===== src/rtl/mul_ctrl_pkg.sv =====
// Shared encodings for the EX-stage multiply sequencer: op codes, FSM states, op classification.
package mul_ctrl_pkg;

    typedef enum logic [2:0] {
        ST_IDLE  = 3'd0,
        ST_WAIT  = 3'd1,
        ST_ACC   = 3'd2,
        ST_DONE  = 3'd3,
        ST_DRAIN = 3'd4
    } mul_state_e;

    localparam logic [2:0] MUL_OP_MULT  = 3'd0;
    localparam logic [2:0] MUL_OP_MULTU = 3'd1;
    localparam logic [2:0] MUL_OP_MADD  = 3'd2;
    localparam logic [2:0] MUL_OP_MADDU = 3'd3;
    localparam logic [2:0] MUL_OP_MSUB  = 3'd4;
    localparam logic [2:0] MUL_OP_MSUBU = 3'd5;
    localparam logic [2:0] MUL_OP_MUL   = 3'd6;
    localparam logic [2:0] MUL_OP_RSVD  = 3'd7;

    function automatic logic op_is_unsigned(input logic [2:0] op);
        return (op == MUL_OP_MULTU) || (op == MUL_OP_MADDU) || (op == MUL_OP_MSUBU);
    endfunction

    function automatic logic op_is_acc(input logic [2:0] op);
        return (op == MUL_OP_MADD) || (op == MUL_OP_MADDU) ||
               (op == MUL_OP_MSUB) || (op == MUL_OP_MSUBU);
    endfunction

    function automatic logic op_is_sub(input logic [2:0] op);
        return (op == MUL_OP_MSUB) || (op == MUL_OP_MSUBU);
    endfunction

endpackage


===== src/rtl/mul_ctrl_if.sv =====
// Link between the multiply sequencer (master) and the multi-cycle mul unit (slave).
interface mul_ctrl_if #(
    parameter int DATA_W = 32
);
    // mul_valid is a one-cycle start pulse carrying mul_a/mul_b/mul_unsigned; the unit has no
    // ready/backpressure and answers each start with exactly one mul_done pulse, with mul_result
    // valid in that same cycle. A started multiply cannot be cancelled.
    logic                mul_valid;
    logic [DATA_W-1:0]   mul_a;
    logic [DATA_W-1:0]   mul_b;
    logic                mul_unsigned;
    logic [2*DATA_W+1:0] mul_result;
    logic                mul_done;

    modport master (
        output mul_valid, mul_a, mul_b, mul_unsigned,
        input  mul_result, mul_done
    );

    modport slave (
        input  mul_valid, mul_a, mul_b, mul_unsigned,
        output mul_result, mul_done
    );
endinterface


===== src/rtl/mul_ctrl.sv =====
// EX-stage multiply sequencer: issues one mul per instruction, stalls the pipe, optionally
// accumulates into HI/LO, and absorbs flushes by draining the in-flight multiply.
module mul_ctrl
    import mul_ctrl_pkg::*;
#(
    parameter int DATA_W = 32,
    parameter bit ACC_EN = 1'b1
) (
    input  logic              clk,
    input  logic              reset,
    input  logic              ex_op_valid,
    input  logic [2:0]        ex_op,
    input  logic [DATA_W-1:0] ex_src1,
    input  logic [DATA_W-1:0] ex_src2,
    input  logic [DATA_W-1:0] hi_in,
    input  logic [DATA_W-1:0] lo_in,
    input  logic              flush,
    output logic              stall_req,
    output logic              hilo_we,
    output logic [DATA_W-1:0] hi_out,
    output logic [DATA_W-1:0] lo_out,
    output logic              gpr_valid,
    output logic [DATA_W-1:0] gpr_result,
    mul_ctrl_if.master        mul_if,
    output mul_state_e        dbg_state
);

    mul_state_e          state_q, state_d;
    logic [2:0]          op_q, op_d;
    logic [DATA_W-1:0]   hi_l_q, hi_l_d, lo_l_q, lo_l_d;
    logic [2*DATA_W-1:0] p_q, p_d;
    logic [DATA_W-1:0]   mul_a_q, mul_a_d, mul_b_q, mul_b_d;
    logic                mul_unsigned_q, mul_unsigned_d;
    logic                mul_valid_q, mul_valid_d;
    logic [DATA_W-1:0]   hi_out_q, hi_out_d, lo_out_q, lo_out_d;
    logic [DATA_W-1:0]   gpr_result_q, gpr_result_d;

    logic                issue;
    logic                acc_op;
    logic [2*DATA_W-1:0] acc_base, acc_res;
    logic [1:0]          unused_result_msbs;

    assign issue    = ex_op_valid && !flush && (ex_op != MUL_OP_RSVD);
    assign acc_op   = ACC_EN && op_is_acc(op_q);
    assign acc_base = {hi_l_q, lo_l_q};
    assign acc_res  = op_is_sub(op_q) ? (acc_base - p_q) : (acc_base + p_q);

    // The mul unit reports two extra result bits that this datapath never needs.
    assign unused_result_msbs = mul_if.mul_result[2*DATA_W+1:2*DATA_W];

    always_comb begin
        state_d        = state_q;
        op_d           = op_q;
        hi_l_d         = hi_l_q;
        lo_l_d         = lo_l_q;
        p_d            = p_q;
        mul_a_d        = mul_a_q;
        mul_b_d        = mul_b_q;
        mul_unsigned_d = mul_unsigned_q;
        mul_valid_d    = 1'b0;
        hi_out_d       = hi_out_q;
        lo_out_d       = lo_out_q;
        gpr_result_d   = gpr_result_q;
        case (state_q)
            ST_IDLE: begin
                if (issue) begin
                    op_d           = ex_op;
                    hi_l_d         = hi_in;
                    lo_l_d         = lo_in;
                    mul_a_d        = ex_src1;
                    mul_b_d        = ex_src2;
                    mul_unsigned_d = op_is_unsigned(ex_op);
                    mul_valid_d    = 1'b1;
                    state_d        = ST_WAIT;
                end
            end
            ST_WAIT: begin
                if (mul_if.mul_done) begin
                    p_d = mul_if.mul_result[2*DATA_W-1:0];
                    // A flush that coincides with mul_done has nothing left to drain.
                    if (flush) begin
                        state_d = ST_IDLE;
                    end else if (acc_op) begin
                        state_d = ST_ACC;
                    end else begin
                        if (op_q == MUL_OP_MUL) begin
                            gpr_result_d = mul_if.mul_result[DATA_W-1:0];
                        end else begin
                            hi_out_d = mul_if.mul_result[2*DATA_W-1:DATA_W];
                            lo_out_d = mul_if.mul_result[DATA_W-1:0];
                        end
                        state_d = ST_DONE;
                    end
                end else if (flush) begin
                    state_d = ST_DRAIN;
                end
            end
            ST_ACC: begin
                if (flush) begin
                    state_d = ST_IDLE;
                end else begin
                    hi_out_d = acc_res[2*DATA_W-1:DATA_W];
                    lo_out_d = acc_res[DATA_W-1:0];
                    state_d  = ST_DONE;
                end
            end
            ST_DONE: begin
                state_d = ST_IDLE;
            end
            ST_DRAIN: begin
                if (mul_if.mul_done) begin
                    state_d = ST_IDLE;
                end
            end
            default: begin
                state_d = ST_IDLE;
            end
        endcase
    end

    always_ff @(posedge clk) begin
        if (!reset) begin
            state_q        <= ST_IDLE;
            op_q           <= '0;
            hi_l_q         <= '0;
            lo_l_q         <= '0;
            p_q            <= '0;
            mul_a_q        <= '0;
            mul_b_q        <= '0;
            mul_unsigned_q <= 1'b0;
            mul_valid_q    <= 1'b0;
            hi_out_q       <= '0;
            lo_out_q       <= '0;
            gpr_result_q   <= '0;
        end else begin
            state_q        <= state_d;
            op_q           <= op_d;
            hi_l_q         <= hi_l_d;
            lo_l_q         <= lo_l_d;
            p_q            <= p_d;
            mul_a_q        <= mul_a_d;
            mul_b_q        <= mul_b_d;
            mul_unsigned_q <= mul_unsigned_d;
            mul_valid_q    <= mul_valid_d;
            hi_out_q       <= hi_out_d;
            lo_out_q       <= lo_out_d;
            gpr_result_q   <= gpr_result_d;
        end
    end

    // Strobes are decoded from DONE so a flush arriving in that very cycle can still kill them.
    assign hilo_we   = (state_q == ST_DONE) && !flush && (op_q != MUL_OP_MUL);
    assign gpr_valid = (state_q == ST_DONE) && !flush && (op_q == MUL_OP_MUL);
    assign stall_req = ((state_q == ST_IDLE) && issue) || (state_q == ST_WAIT) ||
                       (state_q == ST_ACC) || ((state_q == ST_DRAIN) && ex_op_valid);

    assign hi_out              = hi_out_q;
    assign lo_out              = lo_out_q;
    assign gpr_result          = gpr_result_q;
    assign mul_if.mul_valid    = mul_valid_q;
    assign mul_if.mul_a        = mul_a_q;
    assign mul_if.mul_b        = mul_b_q;
    assign mul_if.mul_unsigned = mul_unsigned_q;
    assign dbg_state           = state_q;

endmodule


===== src/flat_wrapper.sv =====
// flat-port wrapper written by rule: the top's interface ports become plain ports
module mul_ctrl_flat import mul_ctrl_pkg::*;
#(
    parameter int DATA_W = 32,
    parameter bit ACC_EN = 1'b1
)
  (clk, reset, ex_op_valid, ex_op, ex_src1, ex_src2, hi_in, lo_in, flush, stall_req, hilo_we, hi_out, lo_out, gpr_valid, gpr_result, dbg_state, mul_if_mul_valid, mul_if_mul_a, mul_if_mul_b, mul_if_mul_unsigned, mul_if_mul_result, mul_if_mul_done);
  mul_ctrl_if #(.DATA_W(DATA_W)) mul_if_i ();
  input  logic clk;
  input  logic reset;
  input  logic ex_op_valid;
  input  logic [2:0] ex_op;
  input  logic [DATA_W-1:0] ex_src1;
  input  logic [DATA_W-1:0] ex_src2;
  input  logic [DATA_W-1:0] hi_in;
  input  logic [DATA_W-1:0] lo_in;
  input  logic flush;
  output logic stall_req;
  output logic hilo_we;
  output logic [DATA_W-1:0] hi_out;
  output logic [DATA_W-1:0] lo_out;
  output logic gpr_valid;
  output logic [DATA_W-1:0] gpr_result;
  output mul_state_e dbg_state;
  output wire logic [$bits(mul_if_i.mul_valid)-1:0] mul_if_mul_valid;
  output wire logic [$bits(mul_if_i.mul_a)-1:0] mul_if_mul_a;
  output wire logic [$bits(mul_if_i.mul_b)-1:0] mul_if_mul_b;
  output wire logic [$bits(mul_if_i.mul_unsigned)-1:0] mul_if_mul_unsigned;
  input wire logic [$bits(mul_if_i.mul_result)-1:0] mul_if_mul_result;
  input wire logic [$bits(mul_if_i.mul_done)-1:0] mul_if_mul_done;
  assign mul_if_mul_valid = mul_if_i.mul_valid;
  assign mul_if_mul_a = mul_if_i.mul_a;
  assign mul_if_mul_b = mul_if_i.mul_b;
  assign mul_if_mul_unsigned = mul_if_i.mul_unsigned;
  assign mul_if_i.mul_result = mul_if_mul_result;
  assign mul_if_i.mul_done = mul_if_mul_done;
  mul_ctrl #(.DATA_W(DATA_W), .ACC_EN(ACC_EN)) u_core (.clk(clk), .reset(reset), .ex_op_valid(ex_op_valid), .ex_op(ex_op), .ex_src1(ex_src1), .ex_src2(ex_src2), .hi_in(hi_in), .lo_in(lo_in), .flush(flush), .stall_req(stall_req), .hilo_we(hilo_we), .hi_out(hi_out), .lo_out(lo_out), .gpr_valid(gpr_valid), .gpr_result(gpr_result), .mul_if(mul_if_i), .dbg_state(dbg_state));
endmodule

===== config.mk =====
export PLATFORM = sky130hd
export DESIGN_NAME = mul_ctrl_flat
export DESIGN_NICKNAME = d
export VERILOG_FILES = /design/src/rtl/mul_ctrl_pkg.sv /design/src/rtl/mul_ctrl_if.sv /design/src/rtl/mul_ctrl.sv /design/src/flat_wrapper.sv
export SDC_FILE = /design/constraint.sdc
export NUM_CORES = 1
export LEC_CHECK = 0
export ABC_AREA = 1
export BUFFER_PORTS_ARGS = -buffer_cell sky130_fd_sc_hd__clkbuf_2
export CORE_ASPECT_RATIO = 0.9
export CORE_UTILIZATION = 55
export CTS_BUF_LIST = sky130_fd_sc_hd__clkbuf_4 sky130_fd_sc_hd__clkbuf_8
export CTS_CLUSTER_SIZE = 14
export DETAILED_ROUTE_END_ITERATION = 10
export PLACE_DENSITY = 0.78
export SLEW_MARGIN = 20
export SYNTH_ARGS = -nofsm -noshare
export SYNTH_HDL_FRONTEND = slang
export SYNTH_SLANG_ARGS = --single-unit

===== constraint.sdc =====
create_clock -name clk -period 8.2 [get_ports clk]
set_input_delay 0.82 -clock clk [delete_from_list [all_inputs] [get_ports clk]]
set_output_delay 0.82 -clock clk [all_outputs]
set_load 0.02 [all_outputs]

* Yosys cells after proc, flatten, opt, wreduce, memory -nomap -nowiden
Cells that the tools add are included.
** Word-level totals
- Logic and storage cells :: 85
- Output and inout port bits :: 168
- Flip-flop bits (word level) :: 296
** Operators by class
- Reduce and logical (&&, ||, !) cells :: 25
- Mux-type cells :: 22
- Bitwise operators :: 2
- Eq/ne operators :: 22
- Add/subtract/negate cells :: 2
** Operator list (number)
- 32-bit 2-to-1 mux :: 10
- 32-bit case mux with 2 select lines :: 2
- 64-bit adder :: 1
- 64-bit 2-to-1 mux :: 1
- 64-bit subtractor :: 1
- 3-bit by 2-bit == test with 1-bit output (second input constant) :: 5
- 3-bit == test (second input constant) :: 5
- 3-bit 2-to-1 mux :: 5
- 2-bit != test (second input constant) :: 6
- 3-bit case mux with 4 select lines :: 1
- 1-bit logical OR :: 9
- 3-bit != test (second input constant) :: 3
- 1-bit logical AND :: 7
- 3-bit by 1-bit == test with 1-bit output (second input constant) :: 2
- 2-bit AND reduction :: 3
- 6-bit AND reduction :: 1
- 5-bit AND reduction :: 1
- 3-bit zero test :: 1
- 3-bit AND reduction :: 1
- 1-bit 2-to-1 mux :: 2
- 2-bit 2-to-1 mux :: 1
- 2-bit by 1-bit != test with 1-bit output (second input constant) :: 1
- 1-bit inverter :: 2
- 2-bit nonzero test :: 1
- 1-bit zero test :: 1

* Longest topological paths before layout
Gate-level depths: netlist (run 1).
- Word-level depth :: 8
- Depth in mapped cells :: 27

* Worst setup path after synthesis (run 1)
No wires, ideal clock.
- Path type :: reg2reg
- From :: register u_core.p_q[0]
- To :: register u_core.hi_out_q[25] (netlist: u_core.hi_out[25])
- Stages on the path, launching flop included :: 26
- Slack :: 5195 ps
- Period minus slack after synthesis :: 3005 ps
- Arrival time :: 2872 ps
- Path through :: dfxtp_1 inv_1 ha_1 nand2_2 nor2_4 nand2_2 nor2_2 nand2_1 nor3_2 nor2_1 nor2_4 nand3_1 xor2_1 ha_1 nand2_1 inv_1 a21oi_1 nor2_1 nor2_1 nand2_1 a21oi_1 nand2_1 nand2_1 nand3_1 nand2_1 a21oi_1
** Between the ends
- Word-level cells in the longest chain between the ends :: 4
- Elaborated cells between the ends (all ways) :: 5
- Classes of those cells :: add/sub (2); mux (3)
** RTL lines
- start: declaration :: line mul_ctrl.sv:31 : logic [2*DATA_W-1:0] p_q, p_d;
- start signal: assignment :: line mul_ctrl.sv:140 : p_q <= p_d;
- 64-bit adder or 64-bit subtractor (tied branches) :: line mul_ctrl.sv:46 : assign acc_res = op_is_sub(op_q) ? (acc_base - p_q) : (acc_base + p_q);
- 64-bit 2-to-1 mux * :: line mul_ctrl.sv:46
- 32-bit 2-to-1 mux * :: line mul_ctrl.sv:99 : if (flush) begin
- 32-bit case mux with 2 select lines * :: line mul_ctrl.sv:64 : case (state_q)
- end signal: assignment :: line mul_ctrl.sv:145 : hi_out_q <= hi_out_d;
- end: declaration :: line mul_ctrl.sv:35 : logic [DATA_W-1:0] hi_out_q, hi_out_d, lo_out_q, lo_out_d;
Every way passes the cells marked *; elsewhere a longest branch is shown, timed or not. The select of a mux whose other input is x is not followed.
A chain may end at the register's enable or synchronous reset.

* Worst setup path in the final report (run 1)
- From :: register u_core.op_q[1]
- To :: register u_core.hi_out_q[0] (netlist: u_core.hi_out[0])
** Between the ends
- Word-level cells in the longest chain between the ends :: 6
- Elaborated cells between the ends (all ways) :: 15
- Classes of those cells :: eq/ne (7); mux (3); reduce/logical (5)
** RTL lines
- start: declaration :: line mul_ctrl.sv:29 : logic [2:0] op_q, op_d;
- start signal: assignment :: line mul_ctrl.sv:137 : op_q <= op_d;
- 3-bit by 2-bit == test with 1-bit output :: line mul_ctrl_pkg.sv:26 : return (op == MUL_OP_MADD) || (op == MUL_OP_MADDU) ||
- 1-bit logical OR (2 in a row) :: line mul_ctrl_pkg.sv:26
- 1-bit logical OR :: line mul_ctrl_pkg.sv:27 : (op == MUL_OP_MSUB) || (op == MUL_OP_MSUBU);
- 2-bit != test (no line)
- 6-bit AND reduction (no line)
Parallel ways exist; a longest one is shown, timed or not. The select of a mux whose other input is x is not followed.

==> summary.txt, run 1 <==
Timing
  – Slew Limit Fails: 0
  – Crit path time final: 4.79 ns
  – Setup violations, final: 0
  – PnR worst setup slack: 3.41 ns
  – Final Hold Fails: 0
  – Worst-Margin Slew: 1.09 ns
  – Final period utilization: 58.4%
  – Hold Slack: 0.421 ns
  – Max-slew headroom: 27.6%
  – Skew final: 0.0284 ns
  – Total Neg Setup Slack: 0 ns
  – RSZ-0062 raised after global routing: no
  – Fmax: 209 MHz

Global routing
  – Gr busiest metal: met2
  – GRT met3 Usage: 10.2%
  – Pin count of the biggest net entering global routing: 141
  – Initial antenna violation count: 4
  – Met1 usage: 54.8%
  – Grt met2 use: 60.6%
  – First-pass GRT wire length: 107,000 um
  – Global Route Usage Sum: 40.4%
  – Gr ovfl total: 0
  – Vias in the first global route: 19.5k

Logic synthesis
  – Register area share after synthesis: 32.2%
  – Post-synth net total: 3,324
  – Mapped Area: 18,400 um^2
  – Most frequent cell after synthesis: nand2_1
  – Ys async rst share: 0%
  – EDFF count, synth: 0
  – Syn Area/Cell: 6.01 um^2
  – Ys Warns: 0
  – Yosys top cell by area: dfxtp_1
  – Most area-consuming cells after synthesis: dfxtp_1 (32%), nand2_1 (15%), nor2_1 (11%)
  – Commonest cells in the netlist: nand2_1 (753), nor2_1 (516), inv_1 (469)
  – Post-synthesis sequential element count: 296
  – Post-synth top area share: 32.2%
  – Top_reg_cell synth: dfxtp_1
  – Distinct cells, synth: 39
  – Post-Syn Instances: 3,057

Clock tree
  – Post-CTS resize count: 0
  – Worst skew pair latency: 0.63 ns
  – Hold_buf cts: 0
  – Clock buffer count from CTS: 46
  – Clk sinks: 296
  – Post-CTS Setup Inserts: 0
  – CTS tree: yes
  – Clock transition at path regs: 0.07 ns
  – Max Buffers Root-to-Sink: 3
  – Root Buffer: clkbuf_8
  – H-tree depth: 2

Worst hold path
  – Hold path depth: 3
  – Min-Delay Path Class: primary input to register

Final layout
  – Final cell count without fillers: 3,824
  – Cell area after layout: 21,400 um^2
  – Filler Cell Count: 3,090
  – Nets: 3,633
  – Share of layout cells above drive strength 1: 14.6%
  – Area growth, synth to finish: 16.2%
  – Final Util: 64.9%

Place
  – Pre-CTS setup slack: 3.58 ns
  – GPL Wtd Cong: 1.04
  – IO buf count: 367
  – HPWL Detailed: 54,800 um
  – Inst Count DP: 3,740
  – Placed standard-cell area: 20,400 um^2

Power
  – Overall power: 8.56 mW
  – Leak: 11.6 nW
  – Worst VDD drop: 0.305 mV
  – Pwr dens: 400 nW/um^2

Detailed routing
  – Pre-Repair DR Iteration Count: 9
  – Initial DRC Count: 2,559
  – Via density: 5.55
  – Drc violations: 0
  – Total wire length: 71,000 um
  – Final ANT Viol Nets: 0
  – Vias: 21.2k
  – Routed wire per std cell: 18.6 um

Worst setup path
  – Arrival @ worst endpoint: 5.27 ns
  – Worst R2R Path Depth: 15
  – Worst Path Required: 8.68 ns
  – Crit Path Class: register to register
  – Worst-path fanout max: 48
  – Startpoint types: register
  – R2R Setup Slk: 3.41 ns
  – Setup crit end kind: register

Floorplanning
  – Die area: 34,200 um^2
  – Initial Util: 55.8%
  – DIE HEIGHT: 175 um
  – Core area: 32,900 um^2
  – Die X: 195 um
  – I/O pin total: 370
  – # rows: 63

Outcome
  – Status: finished clean

Job
  – Max-cap violations: 0
## cells by family after synthesis
logic type               share of synthesized area [%]
adder cells (fa/ha/maj)                           4.46
flip-flops                                        32.2
AND/OR/NAND/NOR                                   30.9
AO/OA/AOI/OAI                                     16.8
XOR/XNOR                                          3.52
buffers and inverters                             12.1
## registers in the layout (all words and copies together), names as in the netlist, 3 cells and up
register             count
u_core.p_q              64
u_core.mul_if.mul_a     32
u_core.gpr_result       32
u_core.lo_l_q           32
u_core.op_q              3
u_core.hi_l_q           32
u_core.lo_out           32
u_core.mul_if.mul_b     32
u_core.dbg_state         3
u_core.hi_out           32
## worst paths after layout
path | startpoint | endpoint
worst max register to register | u_core.op_q[1] | u_core.hi_out[0]
worst min-delay path | ex_src1[11] | u_core.mul_if.mul_a[11]
worst max-delay path | u_core.op_q[1] | u_core.hi_out[0]
worst min register to register | u_core.gpr_result[8] | u_core.gpr_result[8]
## layout by cell type, fill, tap and decap left out, types with 11 or more instances in the layout
master,netlist,routed
nor2_1,516,514
xor2_1,53,53
inv_1,469,467
nand2_2,9,11
dfxtp_1,296,296
nand3_1,103,102
xnor2_1,21,21
clkbuf_8,0,57
ha_1,64,64
clkbuf_2,0,366
nor3_1,17,17
clkbuf_4,0,13
o21ai_0,303,303
nand2_1,753,751
a21oi_1,272,272
## critical path, cell delays in order, from the launching register on
cell and delay [ns]:
dfxtp_1 0.34, inv_2 0.06, nand2_1 0.05, buf_4 0.48, inv_1 0.58, o21ai_0 0.89
fa_1 0.39, nand3_1 0.10, nand3_1 0.20, a21oi_1 0.11, o21ai_0 0.65, nand2_1 0.16
nand3_1 0.11, nand2_1 0.05, o21ai_0 0.37, a21oi_1 0.11
## power breakdown
| part | switching, mW | total [mW] | internal (mW) | leakage, nW |
|---|---|---|---|---|
| clock | 0.635 | 1.33 | 0.693 | 0.520 |
| sequential | 0.218 | 1.94 | 1.72 | 2.42 |
| combinational | 3.77 | 5.29 | 1.51 | 8.66 |
## area by class of cell
| cell class | instances | area, um^2 | share of cell area [%] |
|---|---|---|---|
| Multi-Input combinational cell | 2174 | 10300 | 48.0 |
| Sequential cell | 296 | 5930 | 27.7 |
| Timing Repair Buffer | 374 | 1900 | 8.89 |
| Inverter | 474 | 1780 | 8.34 |
| Clock buffer | 70 | 882 | 4.13 |
| Tap cell | 422 | 528 | 2.47 |
| Clock inverter | 11 | 81.3 | 0.380 |
| Antenna cell | 3 | 7.51 | 0.0351 |
## routing by layer
metal	wire length [um]	part of all wire (%)	up-vias
met3	8030	11	191
met2	29800	42	1152
met5	0	0	-
met4	3180	4.5	0
li1	-	-	10100
met1	29900	42	9724
Power figures use the tool's default switching activity.
==> inputs of run 2 (changes only) <==
Clock period 8.2 ns to 4.9 ns, I/O delays scaled along.
==> summary.txt, run 2 (synthesis gave the netlist of run 1 again) <==
Outcome
  – Status: finished clean

Place
  – IO buf count: 367 (unchanged)
  – Placed standard-cell area: 20,400 um^2 (+0.11%)
  – Inst Count DP: 3,743 (+0.080%)
  – HPWL Detailed: 54,300 um (-0.88%)
  – GPL Wtd Cong: 1.03 (-0.21%)

Detailed routing
  – Total wire length: 70,200 um (-1.0%)
  – WL met3: 8770 um (+9.1%)
  – Drc violations: 0 (unchanged)
  – Max Used Layer: met5
  – Pre-Repair DR Iteration Count: 7 (-2)
  – Routed wire per std cell: 18.3 um (-1.2%)
  – Met2 wire length: 29,700 um (-0.25%)
  – Vias: 20.9k (-1.5%)
  – Initial DRC Count: 2,308 (-9.8%)
  – WL met1: 28,800 um (-3.9%)
  – Via density: 5.45 (-1.7%)
  – Final ANT Viol Nets: 0 (unchanged)

Clock tree
  – Root Buffer: clkbuf_8
  – Post-CTS resize count: 0 (unchanged)
  – Hold_buf cts: 0 (unchanged)
  – Post-CTS Setup Inserts: 0 (unchanged)
  – Clock transition at path regs: 0.07 ns (about the same)
  – Max Buffers Root-to-Sink: 3 (unchanged)
  – Clk sinks: 296 (unchanged)
  – Clock buffer count from CTS: 47 (+2.2%)
  – Worst skew pair latency: 0.61 ns (-0.02 ns)
  – H-tree depth: 2 (unchanged)
  – CTS tree: yes

Final layout
  – Area growth, synth to finish: 16.9%
  – Register Area: 5930 um^2 (unchanged)
  – Filler Cell Count: 3,065 (-0.81%)
  – Cell area after layout: 21,500 um^2 (+0.57%)
  – Multi-input logic area: 10,300 um^2 (unchanged)
  – Commonest non-fill, non-tap cell in the layout: nand2_1
  – Share of layout cells above drive strength 1: 14.7% (+0.10 points)
  – Nets: 3,637 (+0.11%)
  – Commonest non-fill, non-tap cells in the layout: nand2_1 (751), nor2_1 (514), inv_1 (467)
  – Final cell count without fillers: 3,830 (+0.16%)
  – Top reg by flops: u_core.p_q
  – Largest register FFs: 64 (unchanged)

Power
  – Overall power: 14.5 mW (+69%)
  – Worst VDD drop: 0.455 mV (+49%)
  – Pwr dens: 675 nW/um^2 (+68%)
  – Leak: 11.6 nW (+0.44%)

Floorplanning
  – DIE HEIGHT: 175 um (unchanged)
  – # rows: 63 (unchanged)
  – Die area: 34,200 um^2 (unchanged)
  – Core area: 32,900 um^2 (unchanged)
  – Initial Util: 55.8% (unchanged)
  – I/O pin total: 370 (unchanged)
  – Die X: 195 um (unchanged)

Timing
  – Worst-Margin Slew: 1.08 ns (-0.00131 ns)
  – Hold Slack: 0.0949 ns (-0.326 ns)
  – Setup violations, final: 0 (unchanged)
  – Crit path time final: 4.36 ns (-0.431 ns)
  – Slew Limit Fails: 0 (unchanged)
  – Fmax: 229 MHz (+9.9%)
  – Total Neg Setup Slack: 0 ns (unchanged)
  – Final period utilization: 89.0% (+31 points)
  – Max-slew headroom: 27.6% (about the same)
  – RSZ-0062 raised after global routing: no
  – Final Hold Fails: 0 (unchanged)
  – Skew final: 0.0351 ns (+0.00675 ns)

Global routing
  – Pin count of the biggest net entering global routing: 129 (-8.5%)
  – First-pass GRT wire length: 105,000 um (-2.3%)
  – Initial antenna violation count: 8 (+4)
  – Gr ovfl total: 0 (unchanged)
  – Vias in the first global route: 19.2k (-1.7%)
  – Global Route Usage Sum: 39.6% (-0.78 points)

Worst hold path
  – Min-Delay Path Class: primary input to register
  – HP Start: hi_in[22]

Worst setup path
  – Worst path most repeated cell: nand2_1
  – Kind of cell adding the most delay to the critical path: compound AO/OA/AOI/OAI gates
  – Reg-to-reg startpoint: u_core.op_q[1]
  – Startpoint types: register
  – Worst Path Required: 5.35 ns (-3.33 ns)
  – Worst-path cell chain: inv_2 > nand2_1 > buf_4 > nand2_1 > o21ai_0 > xor2_1 > inv_1 > ha_1 > nand2_1 > nor2_1 > a21oi_1 > o21ai_0 > nand2_1 > nand3_1 > nand2_1 > o21ai_0 > a21oi_1
  – Crit path buf inv count: 3 (unchanged)
  – Arrival @ worst endpoint: 4.81 ns (-0.46 ns)
  – Critical Path Start: u_core.op_q[1]
  – Crit path largest cell delay: 0.51 ns (-0.38 ns)
  – Worst-path fanout max: 47 (-2.1%)
  – Critical-path top delay cell: o21ai_0
  – Setup crit end kind: register
  – Crit Path Class: register to register

Job
  – Max-cap violations: 0 (unchanged)
-- run 2: cell types whose count changed in the layout (fill, tap and decap cells not counted) --
cell | before | now
clkinv_2 | 8 | 4
buf_4 | 6 | 9
bufinv_16 | 0 | 3
clkbuf_8 | 57 | 60
diode_2 | 3 | 5
clkbuf_4 | 13 | 12
clkinv_8 | 1 | 0
clkinvlp_4 | 0 | 1
-- run 2: where the power goes --
part	total, mW	internal [mW]	leakage (nW)	switching, mW
registers	3.24	2.89	2.42	0.357
logic	8.86	2.54	8.67	6.32
clock network	2.40	1.35	0.557	1.05
total	14.5	6.78	11.6	7.73
-- run 2: tightest hold or removal path, delay by kind of cell --
family,cells,cell delay (ns)
AND/OR/NAND/NOR,2,0.11
buffers and inverters,1,0.07
-- run 2: stage by stage --
stage / setup WS, ns / utilization (%)
final: 0.539 / 65.2
after global routing: 0.380 / 65.2
after CTS: 0.802 / 65.2
after detailed placement: 0.811 / 62.0
after global placement: 0.831 / 62.0
after floorplan: 1.90 / -
-- run 2: worst paths after layout --
check,endpoint,slack [ns],cells after the start
setup / recovery,u_core.hi_out[0],0.54,17
hold reg to reg,u_core.gpr_result[16],0.45,2
setup reg to reg,u_core.hi_out[0],0.54,17
hold / removal,u_core.hi_l_q[22],0.09,3
-- run 2: final cells by class --
class | instances | share of cell area [%]
Inverter | 474 | 8.29
Clock inverter | 10 | 0.664
Sequential cell | 296 | 27.6
Multi-Input combinational cell | 2174 | 47.8
Timing Repair Buffer | 377 | 8.94
Clock buffer | 72 | 4.26
Tap cell | 422 | 2.46
Antenna cell | 5 | 0.0582
-- run 2: routing by layer --
metal  GRT usage, %  vias to the layer above
met5              0                        -
met3           13.6                      183
met4           16.5                        6
met1           51.3                     9441
met2           60.1                     1087
li1               -                    10200
